<file path="src/rtl/ex_mem_register.sv">
`default_nettype none
// +--------------------------------------------------------------------+
// | ex_mem_register: EX/MEM pipeline register with dword stack split   |
// | Revision: 1.0                                                      |
// +--------------------------------------------------------------------+
module ex_mem_register #(
  parameter int DW = 16,
  parameter int RW = 3
) (
  input  logic            clk,
  input  logic            rst,
  input  logic            ex_valid,
  input  logic            ex_mem_read,
  input  logic            ex_mem_write,
  input  logic            ex_sp_or_alu,
  input  logic [1:0]      ex_sp_op,
  input  logic [DW-1:0]   ex_reg_src,
  input  logic [DW-1:0]   ex_alu_result,
  input  logic            ex_dword,
  input  logic [2*DW-1:0] ex_dword_data,
  input  logic            ex_wb_en,
  input  logic [RW-1:0]   ex_rdst,
  input  logic            stall,
  input  logic            flush,
  output logic            ex_ready,
  output logic            MemRead,
  output logic            MemWrite,
  output logic            SPOrALUres,
  output logic [1:0]      SPOpeartion,
  output logic [DW-1:0]   RegSrc,
  output logic [DW-1:0]   Data_result,
  output logic            mem_valid,
  output logic            mem_wb_en,
  output logic [RW-1:0]   mem_rdst,
  output logic            mem_word_sel
);

  typedef enum logic [1:0] {
    IDLE  = 2'd0,
    WORD0 = 2'd1,
    WORD1 = 2'd2
  } state_t;

  localparam logic [1:0] SP_NONE = 2'b00;
  localparam logic [1:0] SP_PUSH = 2'b01;

  state_t        state_q, state_d;
  logic          mem_read_q, mem_read_d;
  logic          mem_write_q, mem_write_d;
  logic          sp_or_alu_q, sp_or_alu_d;
  logic [1:0]    sp_op_q, sp_op_d;
  logic [DW-1:0] reg_src_q, reg_src_d;
  logic [DW-1:0] data_result_q, data_result_d;
  logic          valid_q, valid_d;
  logic          wb_en_q, wb_en_d;
  logic [RW-1:0] rdst_q, rdst_d;
  logic          word_sel_q, word_sel_d;
  logic [DW-1:0] low_half_q, low_half_d;
  logic          flush_pending_q, flush_pending_d;
  logic [1:0]    sp_op_clean;

  // Reserved encodings and ALU-addressed accesses never move SP.
  assign sp_op_clean = (ex_sp_op == 2'b11 || ex_sp_or_alu) ? SP_NONE : ex_sp_op;

  always_comb begin
    state_d         = state_q;
    mem_read_d      = mem_read_q;
    mem_write_d     = mem_write_q;
    sp_or_alu_d     = sp_or_alu_q;
    sp_op_d         = sp_op_q;
    reg_src_d       = reg_src_q;
    data_result_d   = data_result_q;
    valid_d         = valid_q;
    wb_en_d         = wb_en_q;
    rdst_d          = rdst_q;
    word_sel_d      = word_sel_q;
    low_half_d      = low_half_q;
    flush_pending_d = flush_pending_q;

    if (!stall) begin
      if (state_q == WORD0) begin
        // Second half of a dword op; a flush here is deferred, not applied.
        state_d         = WORD1;
        word_sel_d      = 1'b1;
        reg_src_d       = (sp_op_q == SP_PUSH) ? low_half_q : '0;
        flush_pending_d = flush_pending_q | flush;
      end else if (flush || flush_pending_q || !ex_valid) begin
        state_d         = IDLE;
        mem_read_d      = 1'b0;
        mem_write_d     = 1'b0;
        sp_or_alu_d     = 1'b0;
        sp_op_d         = SP_NONE;
        reg_src_d       = '0;
        data_result_d   = '0;
        valid_d         = 1'b0;
        wb_en_d         = 1'b0;
        rdst_d          = '0;
        word_sel_d      = 1'b0;
        low_half_d      = '0;
        flush_pending_d = 1'b0;
      end else begin
        mem_read_d      = ex_mem_read & ~ex_mem_write;
        mem_write_d     = ex_mem_write;
        sp_or_alu_d     = ex_sp_or_alu;
        sp_op_d         = sp_op_clean;
        data_result_d   = ex_alu_result;
        valid_d         = 1'b1;
        wb_en_d         = ex_wb_en;
        rdst_d          = ex_rdst;
        flush_pending_d = 1'b0;
        if (ex_dword) begin
          state_d    = WORD0;
          word_sel_d = 1'b0;
          reg_src_d  = (sp_op_clean == SP_PUSH) ? ex_dword_data[2*DW-1:DW] : '0;
          low_half_d = ex_dword_data[DW-1:0];
        end else begin
          state_d    = IDLE;
          word_sel_d = 1'b1;
          reg_src_d  = ex_reg_src;
        end
      end
    end
  end

  always_ff @(posedge clk) begin
    if (rst) begin
      state_q         <= IDLE;
      mem_read_q      <= 1'b0;
      mem_write_q     <= 1'b0;
      sp_or_alu_q     <= 1'b0;
      sp_op_q         <= SP_NONE;
      reg_src_q       <= '0;
      data_result_q   <= '0;
      valid_q         <= 1'b0;
      wb_en_q         <= 1'b0;
      rdst_q          <= '0;
      word_sel_q      <= 1'b0;
      low_half_q      <= '0;
      flush_pending_q <= 1'b0;
    end else begin
      state_q         <= state_d;
      mem_read_q      <= mem_read_d;
      mem_write_q     <= mem_write_d;
      sp_or_alu_q     <= sp_or_alu_d;
      sp_op_q         <= sp_op_d;
      reg_src_q       <= reg_src_d;
      data_result_q   <= data_result_d;
      valid_q         <= valid_d;
      wb_en_q         <= wb_en_d;
      rdst_q          <= rdst_d;
      word_sel_q      <= word_sel_d;
      low_half_q      <= low_half_d;
      flush_pending_q <= flush_pending_d;
    end
  end

  // Side-effecting strobes are masked while stalled so no access repeats.
  assign ex_ready     = ~stall & (state_q != WORD0);
  assign MemRead      = mem_read_q & ~stall;
  assign MemWrite     = mem_write_q & ~stall;
  assign SPOpeartion  = stall ? SP_NONE : sp_op_q;
  assign SPOrALUres   = sp_or_alu_q;
  assign RegSrc       = reg_src_q;
  assign Data_result  = data_result_q;
  assign mem_valid    = valid_q;
  assign mem_wb_en    = wb_en_q;
  assign mem_rdst     = rdst_q;
  assign mem_word_sel = word_sel_q;

endmodule
`default_nettype wire

</file>
<file path="config.mk">
export PLATFORM = sky130hd
export DESIGN_NAME = ex_mem_register
export DESIGN_NICKNAME = d
export VERILOG_FILES = /design/src/rtl/ex_mem_register.sv
export SDC_FILE = /design/constraint.sdc
export NUM_CORES = 1
export LEC_CHECK = 0
export ABC_AREA = 1
export CORE_AREA = 3 3 86 96
export CTS_CLUSTER_SIZE = 40
export DETAILED_ROUTE_END_ITERATION = 12
export DIE_AREA = 0 0 89 99
export GPL_TIMING_DRIVEN = 1
export HOLD_SLACK_MARGIN = 0.08
export PLACE_DENSITY = 0.74
export SETUP_SLACK_MARGIN = 0.5
export SYNTH_ARGS = -nofsm -noshare
export SYNTH_HDL_FRONTEND = slang
export SYNTH_SLANG_ARGS = --single-unit
</file>
<file path="constraint.sdc">
create_clock -name clk -period 1.2 [get_ports clk]
set_input_delay 0.12 -clock clk [delete_from_list [all_inputs] [get_ports clk]]
set_output_delay 0.12 -clock clk [all_outputs]
set_load 0.005 [all_outputs]
</file>
==> results of run 1 <==
[routing by layer]
layer	vias up	part of all wire	routed length (µm)
met2	87	0.50	4730
met1	1382	0.42	3990
met4	0	0.033	308
li1	1516	-	-
met3	24	0.045	422
met5	-	0	0
[worst paths after layout]
path                     startpoint             end
setup / recovery         state_q[1]       RegSrc[3]
hold / removal    ex_dword_data[12]  low_half_q[12]
setup reg to reg         state_q[1]       RegSrc[3]
hold reg to reg      low_half_q[12]  low_half_q[12]
[flip-flops by register name (all words and copies together) (netlist names)]
name,cells
Data_result,16
RegSrc,16
SPOrALUres,1
flush_pending_q,1
low_half_q,16
mem_rdst,3
mem_read_q,1
mem_valid,1
mem_wb_en,1
mem_word_sel,1
mem_write_q,1
sp_op_q,2
state_q,2
[critical path: stages (launching register included)]
cell	delay, ns
dfxtp_2	0.33
inv_2	0.04
nand2_2	0.09
nand2_4	0.08
nor2_4	0.15
buf_4	0.15
buf_12	0.14
nand3_1	0.10
a21oi_2	0.13
[through the flow]
step	TNS (ns)	power (mW)	instance area, µm²
global route	-3.96	4.92	4810
detailed placement	-19.07	2.86	4190
CTS	-0.333	4.66	4480
global placement	-16.61	2.85	4190
finish	-1.25	4.75	4810
floorplan	0	2.42	2730
[cell type report]
class	count	area, µm²
inverters	29	111
flip-flops and latches	62	1300
clock buffers	10	128
repair buffers	171	1640
well taps	87	109
fillers	617	2580
multi-input cells	245	1460
clock inverters	6	62.6
[report_power, final]
group          leakage [nW]  internal (mW)  switching [mW]  total (mW)
clock                0.0883          0.952           0.855        1.81
combinational          1.32          0.469           0.337       0.806
sequential            0.524           2.11          0.0279        2.14
total                  1.93           3.53            1.22        4.75
[synth_stat cells]
cell type  number  share of area
a21boi_0       15          0.042
a21boi_1        1         0.0028
a21oi_1        18          0.033
a22oi_1        20          0.055
buf_2          13          0.024
buf_4           2         0.0055
clkbuf_1        9          0.012
clkinv_1        2         0.0028
dfxtp_1        62           0.46
inv_1          25          0.035
inv_2           2         0.0028
nand2_1        67          0.093
nand2_2         3         0.0069
nand3_1        20          0.037
nand3b_1        1         0.0028
nand4_1        23          0.053
nor2_1         44          0.061
nor2_2          1         0.0023
nor2_4          2         0.0083
o21ai_0         3         0.0055
o21ai_1         6          0.011
o21ai_2         1         0.0032
o22ai_1         3         0.0069
or2_2          16          0.037
[cell families after synthesis]
logic type / count (synthesis) / share of synthesized area
buffers and inverters: 53 / 0.0821
and+or+nand+nor: 177 / 0.301
DFF: 62 / 0.458
AOI/OAI and AO/OA: 67 / 0.160
[what timing repair did]
| action | in CTS | in global routing |
|---|---|---|
| buffers inserted | 7 | 13 |
| pin swaps | 13 | 20 |
| setup endpoints to repair | 106 | 106 |
| gates resized for setup | 265 | 45 |
| cloned | 1 | 2 |
==> metrics, run 1 <==
mean number of vias per cell 4.93; dpl hpwl 6340 µm; synth warn 0; total track usage 0.209; Clock Skews 0.00844 ns; final setup vio count 37; gp weighted congestion 0.837; CTS tree done; most frequent cells in the layout 77 x clkdlybuf4s50_1, 64 x nand2_1, 45 x dfxtp_2; Slew Limit Fails 0; Avg Inst Size Synth 7.56 µm²; layout cell share with drive strength beyond 1 0.421; Reg clk slew, reported paths 0.07 ns; crit path max fanout 14; Setup Crit Path Kind reg -> reg; clk buf depth 2; Tmin final 1.29 ns; P&R area growth vs syn 77.4%; IO Port Bufs 122; R2R setup slack -0.09 ns; Cell variety after synth 24; first-pass GRT wire length 14400 µm; clock insertion delay at the later pin of the skew report 0.34 ns; drt first pass iters 4; commonest non-fill, non-tap cell in the layout clkdlybuf4s50_1; antenna diode count 0; DR iter-0 viols 127; final net count 597; #FFs+latches synth 62; Vias 3009; highest clock rate 777 MHz; core area 7390 µm²; Die Area 8810 µm²; Num CTS Buffers 9; status complete, but fails checks; worst hold slack 0.310 ns; post-cts hold buffer count 0; drt wl/cell 15.5 µm; Arr. time, crit path 1.55 ns; utilization after layout 0.651; die width 89 µm; Synth Net Count 438; pin count of the biggest net entering global routing 37; Fin. Hold Viols 0; Antenna Violating Nets Remaining 0; met1 usage 0.255; H-tree levels 3; Cell Pwr Density 987 nW/µm²; max_cap viols 0; Final WS setup -0.0865 ns; Root Driver clkbuf_8; Worst Max-Slew Pin Slew 0.402 ns; grt peak-use layer met2; synthesized area 2710 µm²; failing checks negative setup slack; antenna violations before repair 0; Synth Instances 359; number of global-route vias before repair 2963; LEAKAGE 1.93 nW; slew margin rel. 0.732; fin crit share 1.07; crit path launch type flop; sequential share of the synthesized area 0.458; Rows 33; Setup WS pre-CTS -0.516 ns; worst vdd ir 0.461 mV; Hold Path Class in -> reg; placed cell count 571; Hold Path Cell Cnt 3; clk sinks 62; Finished Layout Cells 610; Crit. End Element flop; grt met2 use 0.345; Die H 99 µm; GRT Residual Overflow 0; RSZ-0062 raised after global routing true; M3 GR Usage 0.0443; R2R depth 8; I/O pin count 123; Routed WL 9450 µm; DRC 0; Data required, critical path 1.46 ns; Initial Util 0.367
No activity file was read; power rests on OpenSTA's default activity.
==> run 2: changes to the inputs <==
--- a/config.mk
+++ b/config.mk
@@ -6,6 +6,7 @@
 export NUM_CORES = 1
 export LEC_CHECK = 0
 export ABC_AREA = 1
+export CAP_MARGIN = 30
 export CORE_AREA = 3 3 86 96
 export CTS_CLUSTER_SIZE = 40
 export DETAILED_ROUTE_END_ITERATION = 12
==> results of run 2 <==
Same layout as run 1: the final DEF is identical, and so are final timing and power.
==> run 3: changes to the inputs <==
--- a/config.mk
+++ b/config.mk
@@ -7,10 +7,10 @@
 export LEC_CHECK = 0
 export ABC_AREA = 1
 export CAP_MARGIN = 30
-export CORE_AREA = 3 3 86 96
+export CORE_AREA = 5 5 88 98
 export CTS_CLUSTER_SIZE = 40
 export DETAILED_ROUTE_END_ITERATION = 12
-export DIE_AREA = 0 0 89 99
+export DIE_AREA = 0 0 93 103
 export GPL_TIMING_DRIVEN = 1
 export HOLD_SLACK_MARGIN = 0.08
 export PLACE_DENSITY = 0.74
==> run 3 against run 2 <==
Compared with the run above:
- the flow still finishes with violations (negative setup slack)
- first-iteration DRC count rose by 54%
- sequential share of layout area fell by 1.9 points
- via count rose by 5.2%
==> metrics, run 3 (same netlist as run 1, synthesis figures left out) <==
utilization after layout 0.677; Slew Limit Fails 0; mean number of vias per cell 5.08; Worst Max-Slew Pin Slew 0.478 ns; slowest library cell on the worst path dfxtp_2; Die Area 9580 µm²; number of global-route vias before repair 3116; Initial Util 0.354; Rows 34; GRT Residual Overflow 0; die width 93 µm; CP most frequent cell nand2_4; max_cap viols 0; clock insertion delay at the later pin of the skew report 0.34 ns; LEAKAGE 2.05 nW; Placed Area 4180 µm²; IO Port Bufs 122; Routed WL 10700 µm; H-tree levels 3; failing checks negative setup slack; Arr. time, crit path 1.20 ns; slew margin rel. 0.682; final net count 607; Comb pwr share 0.180; gp weighted congestion 0.844; crit path launch type flop; status complete, but fails checks; Antenna Violating Nets Remaining 0; Tmin final 1.32 ns; P&R area growth vs syn 91.2%; crit-path cells inv_2, nand2_4, nand2_4, buf_4, inv_1, buf_2; total power 5.08 mW; final-layout fill cell count 578; clk sinks 62; Data required, critical path 1.08 ns; DR iter-0 viols 195; I/O pin count 123; highest clock rate 757 MHz; drt wl/cell 17.2 µm; core area 7660 µm²; pin count of the biggest net entering global routing 37; clk buf depth 2; Root Driver clkbuf_8; RSZ-0062 raised after global routing true; clock share of power 0.398; internal cell power 3.80 mW; commonest non-fill, non-tap cell in the layout clkdlybuf4s50_1; critical path's largest stage delay 0.32 ns; total track usage 0.202; Vias 3165; antenna violations before repair 0; Clock Skews 0.00956 ns; Fin. Hold Viols 0; NetSw 1.28 mW; CP Buf/Inv Count 4; Setup WS pre-CTS -0.426 ns; cell family with most CP delay buffers and inverters; Multi-input gate area 1630 µm²; most frequent cells in the layout 77 x clkdlybuf4s50_1, 62 x nand2_1, 46 x dfxtp_2; first-pass GRT wire length 15000 µm; antenna diode count 0; worst vdd ir 0.668 mV; Reg clk slew, reported paths 0.08 ns; Final WS setup -0.121 ns; Num CTS Buffers 9; layout cell share with drive strength beyond 1 0.480; fin crit share 1.10; final setup vio count 47; cell area after layout 5190 µm²; Setup Crit Path Kind reg -> out; Die H 103 µm; dpl hpwl 6580 µm; Hold Path Class in -> reg; Sw Share 0.252; worst hold slack 0.316 ns; CTS tree done; Crit. End Element output port; Cell Pwr Density 979 nW/µm²; Reg area 1300 µm²; crit path max fanout 3; sequential power share 0.422; drt first pass iters 5; DRC 0
[run 3: worst paths after layout]
path                     startpoint        endpoint  slack, ns  cells after the start
setup / recovery         state_q[1]        ex_ready      -0.12                      6
hold / removal    ex_dword_data[10]  low_half_q[10]       0.32                      3
setup reg to reg         state_q[1]       RegSrc[1]      -0.08                      8
hold reg to reg      low_half_q[10]  low_half_q[10]       0.46                      2
[run 3: timing repair]
item	CTS	global route
endpoints found under the setup margin	106	106
hold buffers	0	0
gates cloned	3	5
pin swaps	17	34
gates resized for setup	288	60
setup buffers	10	16
[run 3: layout make-up]
class,count,share of cell area
sequential,62,0.250
multi-input combinational,245,0.313
timing repair buffer,181,0.352
inverter,29,0.0215
clock buffer,10,0.0246
tap,90,0.0217
clock inverter,6,0.0166
[run 3: tightest hold or removal path, stage by stage]
cell and delay [ns]:
clkdlybuf4s50_1 0.39, nand2_1 0.06, nand2_1 0.04
[run 3: through the flow]
| step | setup TNS, ns | std cells |
|---|---|---|
| 5_1_grt | -5.65 | 623 |
| 3_5_place_dp | -18.04 | 573 |
| 6_report | -1.79 | 623 |
| 3_3_place_gp | -16.09 | 573 |
| 4_1_cts | -0.340 | 602 |
| 2_1_floorplan | 0 | 359 |
[run 3: metal layers]
metal,up-vias,track usage,routed length [µm]
met1,1496,0.220,3920
met4,0,0.0744,221
li1,1534,-,-
met2,120,0.372,5850
met3,15,0.0628,747
met5,-,0,0
[run 3: power groups by stage]
stage | Clock [mW] | Sequential (mW) | Combinational, mW
3_5_place_dp | 0 | 2.17 | 0.684
4_1_cts | 2.04 | 2.14 | 0.765
6_report | 2.02 | 2.14 | 0.912
2_1_floorplan | 0 | 2.17 | 0.244
5_1_grt | 2.13 | 2.15 | 0.969
3_3_place_gp | 0 | 2.17 | 0.675
